===== src/rtl/cpu_mem_pkg.sv =====
// Shared definitions for the CPU memory path: arbiter FSM states, store
// size encodings and the alignment rule used by both arbiter and MEM stage.
package cpu_mem_pkg;

    typedef enum logic [2:0] {
        ST_IDLE,
        ST_IF_RD,
        ST_MEM_RD,
        ST_MEM_WR,
        ST_MEM_ERR
    } memPortState_t;

    localparam logic [1:0] BS_WORD = 2'b00;
    localparam logic [1:0] BS_BYTE = 2'b01;
    localparam logic [1:0] BS_HALF = 2'b10;

    // Size code 2'b11 is handled as a word access.
    function automatic logic isMisaligned(input logic [1:0] byteSel, input logic [1:0] addrLo);
        case (byteSel)
            BS_BYTE: return 1'b0;
            BS_HALF: return addrLo[0];
            default: return addrLo != 2'b00;
        endcase
    endfunction

endpackage


===== src/rtl/store_lane_steer.sv =====
// Replicates sub-word store data across lanes and builds the byte write mask
// from the access size and the low address bits.
module store_lane_steer
    import cpu_mem_pkg::*;
(
    input  logic [1:0]  ByteSel,
    input  logic [1:0]  AddrLo,
    input  logic [31:0] WData,
    output logic [3:0]  We,
    output logic [31:0] SteerWData
);

    always_comb begin
        We         = 4'b1111;
        SteerWData = WData;
        case (ByteSel)
            BS_BYTE: begin
                We         = 4'b0001 << AddrLo;
                SteerWData = {4{WData[7:0]}};
            end
            BS_HALF: begin
                We         = AddrLo[1] ? 4'b1100 : 4'b0011;
                SteerWData = {2{WData[15:0]}};
            end
            default: ;
        endcase
    end

endmodule


===== src/rtl/mem_port_arbiter.sv =====
// Shares one synchronous-read RAM port between instruction fetch and the MEM
// stage; every access is a grant cycle followed by a completion cycle.
module mem_port_arbiter
    import cpu_mem_pkg::*;
#(
    parameter int unsigned RAM_AW     = 10,
    parameter int unsigned MAX_STARVE = 4
) (
    input  logic              Clock,
    input  logic              Reset,
    input  logic              IF_Req,
    input  logic [31:0]       IF_Addr,
    output logic [31:0]       IF_Data,
    output logic              IF_Valid,
    output logic              IF_Stall,
    input  logic              MEM_Req,
    input  logic              MEM_Write,
    input  logic [31:0]       MEM_Addr,
    input  logic [31:0]       MEM_WData,
    input  logic [1:0]        MEM_ByteSel,
    output logic [31:0]       MEM_RData,
    output logic              MEM_Valid,
    output logic              MEM_Err,
    output logic              MEM_Stall,
    output logic              RAM_En,
    output logic [3:0]        RAM_We,
    output logic [RAM_AW-1:0] RAM_Addr,
    output logic [31:0]       RAM_WData,
    input  logic [31:0]       RAM_RData
);

    localparam logic [3:0] StarveMax = 4'(MAX_STARVE);

    memPortState_t state;
    logic [3:0]    starveCnt;
    logic          ifValidQ;
    logic          memValidQ;
    logic          memErrQ;
    logic          grantIf;
    logic          grantMem;
    logic          memMisaligned;
    logic [3:0]    steerWe;
    logic [31:0]   steerWData;
    logic          unusedAddrBits;

    assign unusedAddrBits = ^{IF_Addr[1:0], IF_Addr[31:RAM_AW+2], MEM_Addr[31:RAM_AW+2]};
    assign memMisaligned  = isMisaligned(MEM_ByteSel, MEM_Addr[1:0]);

    store_lane_steer uSteer (
        .ByteSel    (MEM_ByteSel),
        .AddrLo     (MEM_Addr[1:0]),
        .WData      (MEM_WData),
        .We         (steerWe),
        .SteerWData (steerWData)
    );

    // MEM wins contention unless IF has already lost MAX_STARVE times in a row.
    always_comb begin
        grantIf  = 1'b0;
        grantMem = 1'b0;
        if (state == ST_IDLE) begin
            if (MEM_Req && !(IF_Req && starveCnt == StarveMax))
                grantMem = 1'b1;
            else if (IF_Req)
                grantIf = 1'b1;
        end
    end

    always_comb begin
        RAM_En    = 1'b0;
        RAM_We    = '0;
        RAM_Addr  = '0;
        RAM_WData = '0;
        if (!Reset) begin
            if (grantIf) begin
                RAM_En   = 1'b1;
                RAM_Addr = IF_Addr[RAM_AW+1:2];
            end else if (grantMem && !memMisaligned) begin
                RAM_En   = 1'b1;
                RAM_Addr = MEM_Addr[RAM_AW+1:2];
                if (MEM_Write) begin
                    RAM_We    = steerWe;
                    RAM_WData = steerWData;
                end
            end
        end
    end

    always_ff @(posedge Clock) begin
        if (Reset) begin
            state     <= ST_IDLE;
            starveCnt <= '0;
            ifValidQ  <= 1'b0;
            memValidQ <= 1'b0;
            memErrQ   <= 1'b0;
        end else begin
            ifValidQ  <= 1'b0;
            memValidQ <= 1'b0;
            memErrQ   <= 1'b0;
            case (state)
                ST_IDLE: begin
                    if (grantIf) begin
                        state     <= ST_IF_RD;
                        ifValidQ  <= 1'b1;
                        starveCnt <= '0;
                    end else if (grantMem) begin
                        memValidQ <= 1'b1;
                        if (IF_Req && starveCnt < StarveMax)
                            starveCnt <= starveCnt + 4'd1;
                        if (memMisaligned) begin
                            state   <= ST_MEM_ERR;
                            memErrQ <= 1'b1;
                        end else if (MEM_Write) begin
                            state <= ST_MEM_WR;
                        end else begin
                            state <= ST_MEM_RD;
                        end
                    end
                end
                ST_IF_RD, ST_MEM_RD, ST_MEM_WR, ST_MEM_ERR: state <= ST_IDLE;
                default: state <= ST_IDLE;
            endcase
        end
    end

    // Completion pulses are masked while Reset is high so an in-flight access is discarded.
    assign IF_Valid  = ifValidQ & ~Reset;
    assign MEM_Valid = memValidQ & ~Reset;
    assign MEM_Err   = memErrQ & ~Reset;
    assign IF_Data   = RAM_RData;
    assign MEM_RData = RAM_RData;
    assign IF_Stall  = IF_Req & ~IF_Valid;
    assign MEM_Stall = MEM_Req & ~MEM_Valid;

endmodule


===== config.mk =====
export PLATFORM = sky130hd
export DESIGN_NAME = mem_port_arbiter
export DESIGN_NICKNAME = d
export VERILOG_FILES = /design/src/rtl/cpu_mem_pkg.sv /design/src/rtl/store_lane_steer.sv /design/src/rtl/mem_port_arbiter.sv
export SDC_FILE = /design/constraint.sdc
export NUM_CORES = 1
export LEC_CHECK = 0
export ABC_CLOCK_PERIOD_IN_PS = 2500
export BUFFER_PORTS_ARGS = -buffer_cell sky130_fd_sc_hd__buf_2
export CORE_AREA = 2 2 96 98
export CTS_CLUSTER_DIAMETER = 50
export DETAILED_ROUTE_END_ITERATION = 7
export DIE_AREA = 0 0 98 100
export GPL_TIMING_DRIVEN = 0
export PLACE_DENSITY_LB_ADDON = 0.15
export SETUP_SLACK_MARGIN = 0.15
export SYNTH_ARGS = -nofsm -noshare
export SYNTH_HDL_FRONTEND = slang
export SYNTH_SLANG_ARGS = --single-unit

===== constraint.sdc =====
create_clock -name Clock -period 2.5 [get_ports Clock]
set_input_delay 0.5 -clock Clock [delete_from_list [all_inputs] [get_ports Clock]]
set_output_delay 0.5 -clock Clock [all_outputs]
set_load 0.03 [all_outputs]

# == After elaboration in Yosys (flattened, before gate mapping) ==
# Index checks and enable logic that the tools add are counted.
# word_totals
register_bits,10
latchBits,0
in_bits,135
out_inout_bits,116
mem_bits_rw,0
elab_cells,69
mem_bits_ro,0
memories,0
# op_classes
reduce_logical,14
shift,1
multipliers,0
bitwise_logic,10
muxes,33
div,0
add_sub_neg,1
magnitude_cmp,1
n_eq_ne,3
# op_table
operator,count
$mux W32,4
$pmux W32 S2,1
$mux W4,8
$mux W10,3
$mux W1,14
$pmux W4 S2,1
$reduce_bool A2 Y1,3
$and A1 B1 Y1,5
$not A1 Y1,5
$add A4 B1 Y4 const B,1
$eq A4 B3 Y1 const B,1
$logic_and A1 B1 Y1,4
$lt A4 B3 Y1 const B,1
$reduce_or A4 Y1,1
$shl A1 B2 Y4 const A,1
$logic_not A3 Y1,1
$mux W3,1
$reduce_and A3 Y1,1
$reduce_or A3 Y1,1
$eq A2 B1 Y1 const B,1
$eq A2 B2 Y1 const B,1
$logic_not A1 Y1,2
$pmux W1 S2,1
$reduce_or A2 Y1,1

# == Longest topological paths before layout ==
# Gate-level depths: netlist of run 1.
# depth
word_depth,10
ltp_mapped,7

# == Cells and area by module ==
# Synthesis of run 1 repeated with hierarchy kept, for this count alone.
# hier_totals
cells_unflattened,262
hier_area_um2,1913.1
# by_module_without_submodules
mod,area_each_um2,cells_each,n_inst,seq_area_each_um2
mem_port_arbiter,1375.1,172,1,200.2
store_lane_steer,538.0,90,1,0.0

# == Least setup slack after synthesis of run 1 ==
# Ideal clock, no wire load.
# synth_path
kind,input -> output
start,input MEM_ByteSel[0]
end,output RAM_WData[29]
path_stages,6
path_buffers,2
t_arrival_ns,2.844
slack_ns,-0.844
cell_sequence,inv_1 ha_1 buf_2 clkbuf_1 a221oi_1 a2111oi_0
# synth_via
elab_chain_len,7
# synth_lines
element,line,rtl
from (decl),mem_port_arbiter.sv:20,"input logic [1:0] MEM_ByteSel,"
$eq A2 B2 Y1 or $eq A2 B1 Y1 (tied branches),"cpu_mem_pkg.sv:19, store_lane_steer.sv:16",
$pmux W1 S2,cpu_mem_pkg.sv:19,case (byteSel)
$logic_not A1 Y1,mem_port_arbiter.sv:78,end else if (grantMem && !memMisaligned) begin
$logic_and A1 B1 Y1,mem_port_arbiter.sv:78,
$mux W32 *,mem_port_arbiter.sv:78,
$mux W32 *,mem_port_arbiter.sv:75,if (grantIf) begin
$mux W32 *,mem_port_arbiter.sv:74,if (!Reset) begin
to (decl),mem_port_arbiter.sv:28,"output logic [31:0] RAM_WData,"
# Mark *: on every way between the ends. The rest lies on a longest branch, timed or not.

# == Worst setup path in the final report of run 1 ==
# layout_path
start,input MEM_ByteSel[1]
end,output RAM_WData[21]
# Same word-level chain as after synthesis.

==> metrics.txt, run 1 <==
status finished clean; Worst R2R End starveCnt[1]; async set or reset register ratio after synthesis 0; Adder-Cell Fraction of Synth Area 0.0295; setup slack after layout 98.7 ps; pin count of the biggest net entering global routing 11; crit path DAT 1900 ps; max capacitance violation total 0; Final Util 0.409; CP Class primary input to output port; Primary FF master, synth dfxtp_1; synth warn 0; pre-CTS setup slack -859 ps; cell row count 35; synthesized area about 1700 um^2; CP Launch Point MEM_ByteSel[1]; CP startpoint kind primary input; vias per cell between 4 and 5; post-route ant nets 0; Cells after Synth 230; slowest CP cell ha_4; Max Fclk 416 MHz; Setup crit end kind output port; Initial Utilization 0.191; Synth area leaders buf_4, dfxtp_1, nor3_1, a22oi_1, a32o_1; total CTS buffers 3; EDFF count, synth 0; HPWL after detailed placement 5.83 mm; Reg2Reg Depth 7; biggest area consumer among synthesized cells buf_4; final hold violation count 0; crit path max fanout 10; fin. max-slew vios 0; Setup Viol. Count Final 0; Area growth syn-to-layout 114%; worst slew pin tran about 520 ps; Fin Hold WS 495 ps; final period demand of the worst path 2400 ps; initial antenna violation count 0; CP Cell Sequence buf_8, ha_4, o21ai_2, o211ai_1, buf_4, clkbuf_4, nor3_2, buf_4; sequential-to-total area share from yosys stat 0.118; vias in the first global route 2,231; Synth Area in Simple Gates 0.162; Critical Path RT 2000 ps; core area 8890 um^2; mux share of post-synthesis cell area 0; Synth Register Bits 10; Root Buffer clkbuf_8; xor/xnor share of the synthesized area 0; Max Root-Sink Buffers 2; die width 98 um; Post-Syn Area per Cell 7.38 um^2; first-pass GRT wire length 11.0 mm; CP dominant cell by count buf_4; main combinational cell family by area after synthesis buffers and inverters; Rel. slew slack 0.656; Total Wirelength 7.31 mm; power density cells roughly 320 nW/um^2; Port Buffers 175; nets@finish between 500 and 600; H-Tree Level Count 1; GRT Overall Usage 0.137; Peak VDD IR 0.132 mV; flop2flop setup slack 990 ps; Slowest Stage Delay on Critical Path 260 ps; Cell variety after synth 35; routability cong. approximately 0.76; drt wl/cell 13.8 um; num ports 251; clock sinks 10; period utilization 0.961; Power, Total between 1 and 1.5 mW; Pre-antenna DRT Iters 4; ANT cells 0; RSZ-0062 raised after global routing yes; DRC 0; Synth top area share 0.283; Max Clock Skew 3.65 ps; share of layout cells above drive strength 1 0.802; die height around 100 um; compound-gate portion of the synthesized area 0.305; vias 2,340; initial DRC count 73; Mapped Nets 369; leak pwr 1.83 nW; Die Area 9800 um^2; Critical Path End RAM_WData[21]; grt ovf 0; hold crit path type flip-flop to flip-flop; clk slew on worst S/H paths 50 ps; r2r startpoint starveCnt[1]; Clock Latency Late Sink 240 ps; CTS tree done
-- final cells by class --
type	count	area, um^2
Fill cell	909	5260
Multi-Input combinational cell	114	1250
Timing Repair Buffer	188	1220
Buffer	81	663
Sequential cell	10	204
Tap cell	111	139
Inverter	23	101
Clock buffer	4	55.1
-- worst max-delay path, delay by kind of cell --
kind,cells,cell delay [ps]
simple gates,1,200
fa+ha+maj,1,260
compound gates,2,260
buf+inv,4,690
-- where the power goes --
part	switching, mW	internal, mW
Clock	0.0645	0.138
Sequential	0.00839	0.170
Combinational	0.444	0.327
Total	0.517	0.636
-- metrics by stage --
stage	std cells	cell area [um^2]	setup TNS [ps]
final	531	3630	0
after CTS	530	3550	0
after global placement	516	3010	-27680
after detailed placement	516	3010	-28790
after global routing	531	3630	0
after floorplan	230	2000	-4310
-- worst min path at each step --
stage	from	to	slack [ps]	cells after the start
after floorplan	starveCnt[3]	starveCnt[3]	470	1
after global placement	starveCnt[3]	starveCnt[3]	480	1
after detailed placement	starveCnt[3]	starveCnt[3]	480	1
after CTS	starveCnt[3]	starveCnt[3]	490	1
after global routing	starveCnt[3]	starveCnt[3]	510	1
final	starveCnt[3]	starveCnt[3]	490	1
-- kinds of logic after synthesis --
group	Yosys count
flip-flops	10
adder cells (fa/ha/maj)	4
buffers and inverters	106
AO/OA/AOI/OAI	63
AND/OR/NAND/NOR	47
-- layout by cell type, fill, tap and decap left out, types with 2 or more instances in the layout --
| cell type | netlist | routed |
|---|---|---|
| nor3_4 | 0 | 7 |
| clkbuf_2 | 0 | 3 |
| a211oi_1 | 4 | 2 |
| a32o_1 | 10 | 4 |
| buf_4 | 64 | 102 |
| a22oi_1 | 16 | 15 |
| a31oi_1 | 2 | 2 |
| a21oi_1 | 3 | 3 |
| dfxtp_1 | 10 | 7 |
| inv_1 | 23 | 19 |
| clkbuf_16 | 0 | 2 |
| o21ai_0 | 2 | 2 |
| buf_12 | 0 | 4 |
| clkbuf_4 | 0 | 3 |
| a211oi_2 | 0 | 2 |
| ha_4 | 0 | 2 |
| nor2_1 | 3 | 3 |
| buf_2 | 6 | 128 |
| inv_2 | 0 | 2 |
| clkbuf_8 | 0 | 6 |
| ha_1 | 4 | 2 |
| a2111oi_4 | 0 | 7 |
| nand3_1 | 3 | 2 |
| buf_6 | 1 | 24 |
| a221oi_1 | 8 | 5 |
| nor3_2 | 0 | 19 |
| dfxtp_2 | 0 | 3 |
| a221oi_2 | 0 | 3 |
| a32o_2 | 0 | 6 |
| nor2b_1 | 7 | 7 |
| a21o_1 | 4 | 4 |
-- cells in the mapped netlist (3+ instances only) --
cell type / instances
a2111oi_0: 6
a211oi_1: 4
buf_1: 3
buf_2: 6
buf_4: 64
clkbuf_1: 9
a32o_1: 10
nor2b_1: 7
nand3_1: 3
nor2_1: 3
a21o_1: 4
inv_1: 23
ha_1: 4
nor3_1: 27
a221oi_1: 8
a21oi_1: 3
dfxtp_1: 10
a22oi_1: 16
-- state kept, by name, indices dropped and copies added (netlist names) --
signal	flops
memErrQ	1
memValidQ	1
state	3
starveCnt	4
ifValidQ	1
-- routing by layer --
layer / GRT usage / share of wire
met5: 0 / 0
met4: 0.0288 / 0.0092
met1: 0.163 / 0.38
met3: 0.0258 / 0.069
met2: 0.255 / 0.54
-- timing repair --
action | CTS | global route
resized for setup | 109 | 29
hold buffers | 0 | 0
endpoints found under the setup margin | 48 | 47
cloned | 1 | 0
pin swaps | 18 | 2
hold endpoints to repair | 0 | 0
buffers inserted | 11 | 1
No activity file was read; power rests on OpenSTA's default activity.
==> run 2, diff against run 1 <==
--- a/config.mk
+++ b/config.mk
@@ -13,6 +13,7 @@
 export DIE_AREA = 0 0 98 100
 export GPL_TIMING_DRIVEN = 0
 export PLACE_DENSITY_LB_ADDON = 0.15
+export REMOVE_ABC_BUFFERS = 1
 export SETUP_SLACK_MARGIN = 0.15
 export SYNTH_ARGS = -nofsm -noshare
 export SYNTH_HDL_FRONTEND = slang
==> run 2 against run 1 <==
Effect of this change:
- via count decreased by 8.2%
- global-route usage increased by 4.8 points
- wire length increased by 42%
- critical path type is now flip-flop to output port
- cell area decreased by 12%
==> metrics.txt, run 2 (synthesized netlist as in run 1, its figures left out) <==
status finished clean (unchanged); slowest CP cell a2111oi_4 (was ha_4); GRT Overall Usage 0.185 (was 0.137); fill cell count 935 (was 909); final period demand of the worst path 2490 ps (was 2400 ps); Final Util 0.359 (was 0.409); Critical Path RT 2000 ps (about the same); total negative slack 0 ps (unchanged); dpl cells 374 (was 516); initial DRC count 63 (was 73); CTS Hold Bufs 0 (unchanged); CTS tree done (unchanged); final non-filler cell total 423 (was 531); most frequent cells in the layout buf_2, buf_4, buf_6 (unchanged); die width 98 um (unchanged); vias per cell 5.08 (was 4.41); Peak VDD IR 0.120 mV (was 0.132 mV); initial antenna violation count 0 (unchanged); Total Wirelength 10.4 mm (was 7.31 mm); CP Class flip-flop to output port (was primary input to output port); Setup crit end kind output port (unchanged); Initial Utilization 0.191 (unchanged); Die Area 9800 um^2 (unchanged); share of layout cells above drive strength 1 0.731 (was 0.802); RSZ-0062 raised after global routing yes (unchanged); max reg flops 4 (unchanged); Setup Viol. Count Final 0 (unchanged); Clock Latency Late Sink 230 ps (was 240 ps); Top reg by flops starveCnt (unchanged); DRC 0 (unchanged); Port Buffers 112 (was 175); Max Fclk 402 MHz (was 416 MHz); H-Tree Level Count 1 (unchanged); CP dominant cell by count buf_4 (unchanged); clock sinks 10 (unchanged); commonest non-fill, non-tap cell in the layout buf_2 (unchanged); ANT cells 0 (unchanged); hold crit path type flip-flop to flip-flop (unchanged); final hold violation count 0 (unchanged); num ports 251 (unchanged); Max Clock Skew 1.49 ps (was 3.65 ps); cell row count 35 (unchanged); power density cells 301 nW/um^2 (was 317 nW/um^2); Buf+Inv Stages, Crit Path 4 (unchanged); Rel. slew slack 0.666 (was 0.656); leak pwr 1.40 nW (was 1.83 nW); max capacitance violation total 0 (unchanged); post-route ant nets 0 (unchanged); Root Buffer clkbuf_8 (unchanged); clk slew on worst S/H paths 40 ps (was 50 ps); HPWL after detailed placement 6.93 mm (was 5.83 mm); core area 8890 um^2 (unchanged); first-pass GRT wire length 13.5 mm (was 11.0 mm); kind of cell adding the most delay to the critical path buffers and inverters (unchanged); grt ovf 0 (unchanged); pin count of the biggest net entering global routing 17 (was 11); biggest regs starveCnt x4, state x3 (unchanged); Max Root-Sink Buffers 2 (unchanged); crit path DAT 1990 ps (was 1900 ps); Pre-antenna DRT Iters 4 (unchanged); die height 100 um (unchanged); fin. max-slew vios 0 (unchanged); vias in the first global route 1,933 (was 2,231); crit path max fanout 8 (was 10); CP startpoint kind flip-flop (was primary input); Area growth syn-to-layout 88.3% (was 114%); routability cong. 0.730 (was 0.757); CP Cell Sequence inv_2, ha_1, nand4b_1, buf_4, buf_6, nand3_4, a2111oi_4, buf_4 (was buf_8, ha_4, o21ai_2, o211ai_1, buf_4, clkbuf_4, nor3_2, buf_4); vias 2,149 (was 2,340); Slowest Stage Delay on Critical Path 400 ps (was 260 ps); drt wl/cell 24.5 um (was 13.8 um); nets@finish 453 (was 560); period utilization 0.996 (was 0.961); total CTS buffers 3 (unchanged); worst slew pin tran 500 ps (was 516 ps)
==> run 2: worst paths after layout <==
| check | start | end | slack [ps] | depth (start not counted) |
|---|---|---|---|---|
| setup / recovery | starveCnt[0] | RAM_WData[31] | 10 | 8 |
| hold / removal | starveCnt[3] | starveCnt[3] | 490 | 1 |
| setup reg to reg | starveCnt[0] | memErrQ | 660 | 11 |
| hold reg to reg | starveCnt[3] | starveCnt[3] | 490 | 1 |
==> run 2: cell type report <==
type                            count  area (um^2)  share of cell area
Multi-Input combinational cell    120         1390               0.435
Timing Repair Buffer              155         1320               0.413
Sequential cell                    10          203              0.0634
Tap cell                          111          139              0.0435
Inverter                           23         95.1              0.0298
Clock buffer                        3         41.3              0.0129
Timing Repair inverter              1         7.51             0.00235
==> run 2: where the power goes <==
group | switching [mW] | total [mW] | leakage [nW] | internal [mW]
clock | 0.0558 | 0.161 | 0.0216 | 0.105
combinational | 0.349 | 0.623 | 1.30 | 0.273
sequential | 0.00821 | 0.178 | 0.0825 | 0.170
total | 0.413 | 0.962 | 1.40 | 0.548
==> run 2: metrics by stage <==
stage | power, mW | worst slack (ps) | cell area (um^2) | hold slack, ps
final | 0.962 | 10.3 | 3200 | 486
after global placement | 0.506 | -2480 | 1830 | 482
after detailed placement | 0.517 | -1060 | 1870 | 484
after global routing | 1.01 | -59.3 | 3200 | 505
after floorplan | 0.377 | -1750 | 1130 | 462
after CTS | 0.831 | 32.3 | 2570 | 491
==> run 2: routing by layer <==
layer  part of all wire  wire, um  vias to the layer above  track usage
met2               0.45      4690                      187        0.278
met3               0.18      1830                        8        0.150
met4             0.0042        44                        2       0.0192
met5             0.0050        52                        -       0.0410
li1                   -         -                      957            -
met1               0.36      3760                      995        0.208
==> run 2: worst register-to-register path, stage by stage (launching register included) <==
cell and delay, ps:
dfxtp_2 330, inv_2 40, ha_1 180, nand4b_1 130
buf_4 130, buf_6 120, buf_12 120, nand3_2 180
buf_4 210, buf_4 120, buf_4 130, nor2_1 90
==> run 2: timing repair <==
action | CTS | global route
endpoints found under the setup margin | 48 | 47
pin swaps | 15 | 27
gates resized for setup | 112 | 94
cloned | 5 | 3
buffers inserted | 20 | 18
endpoints found under the hold margin | 0 | 0
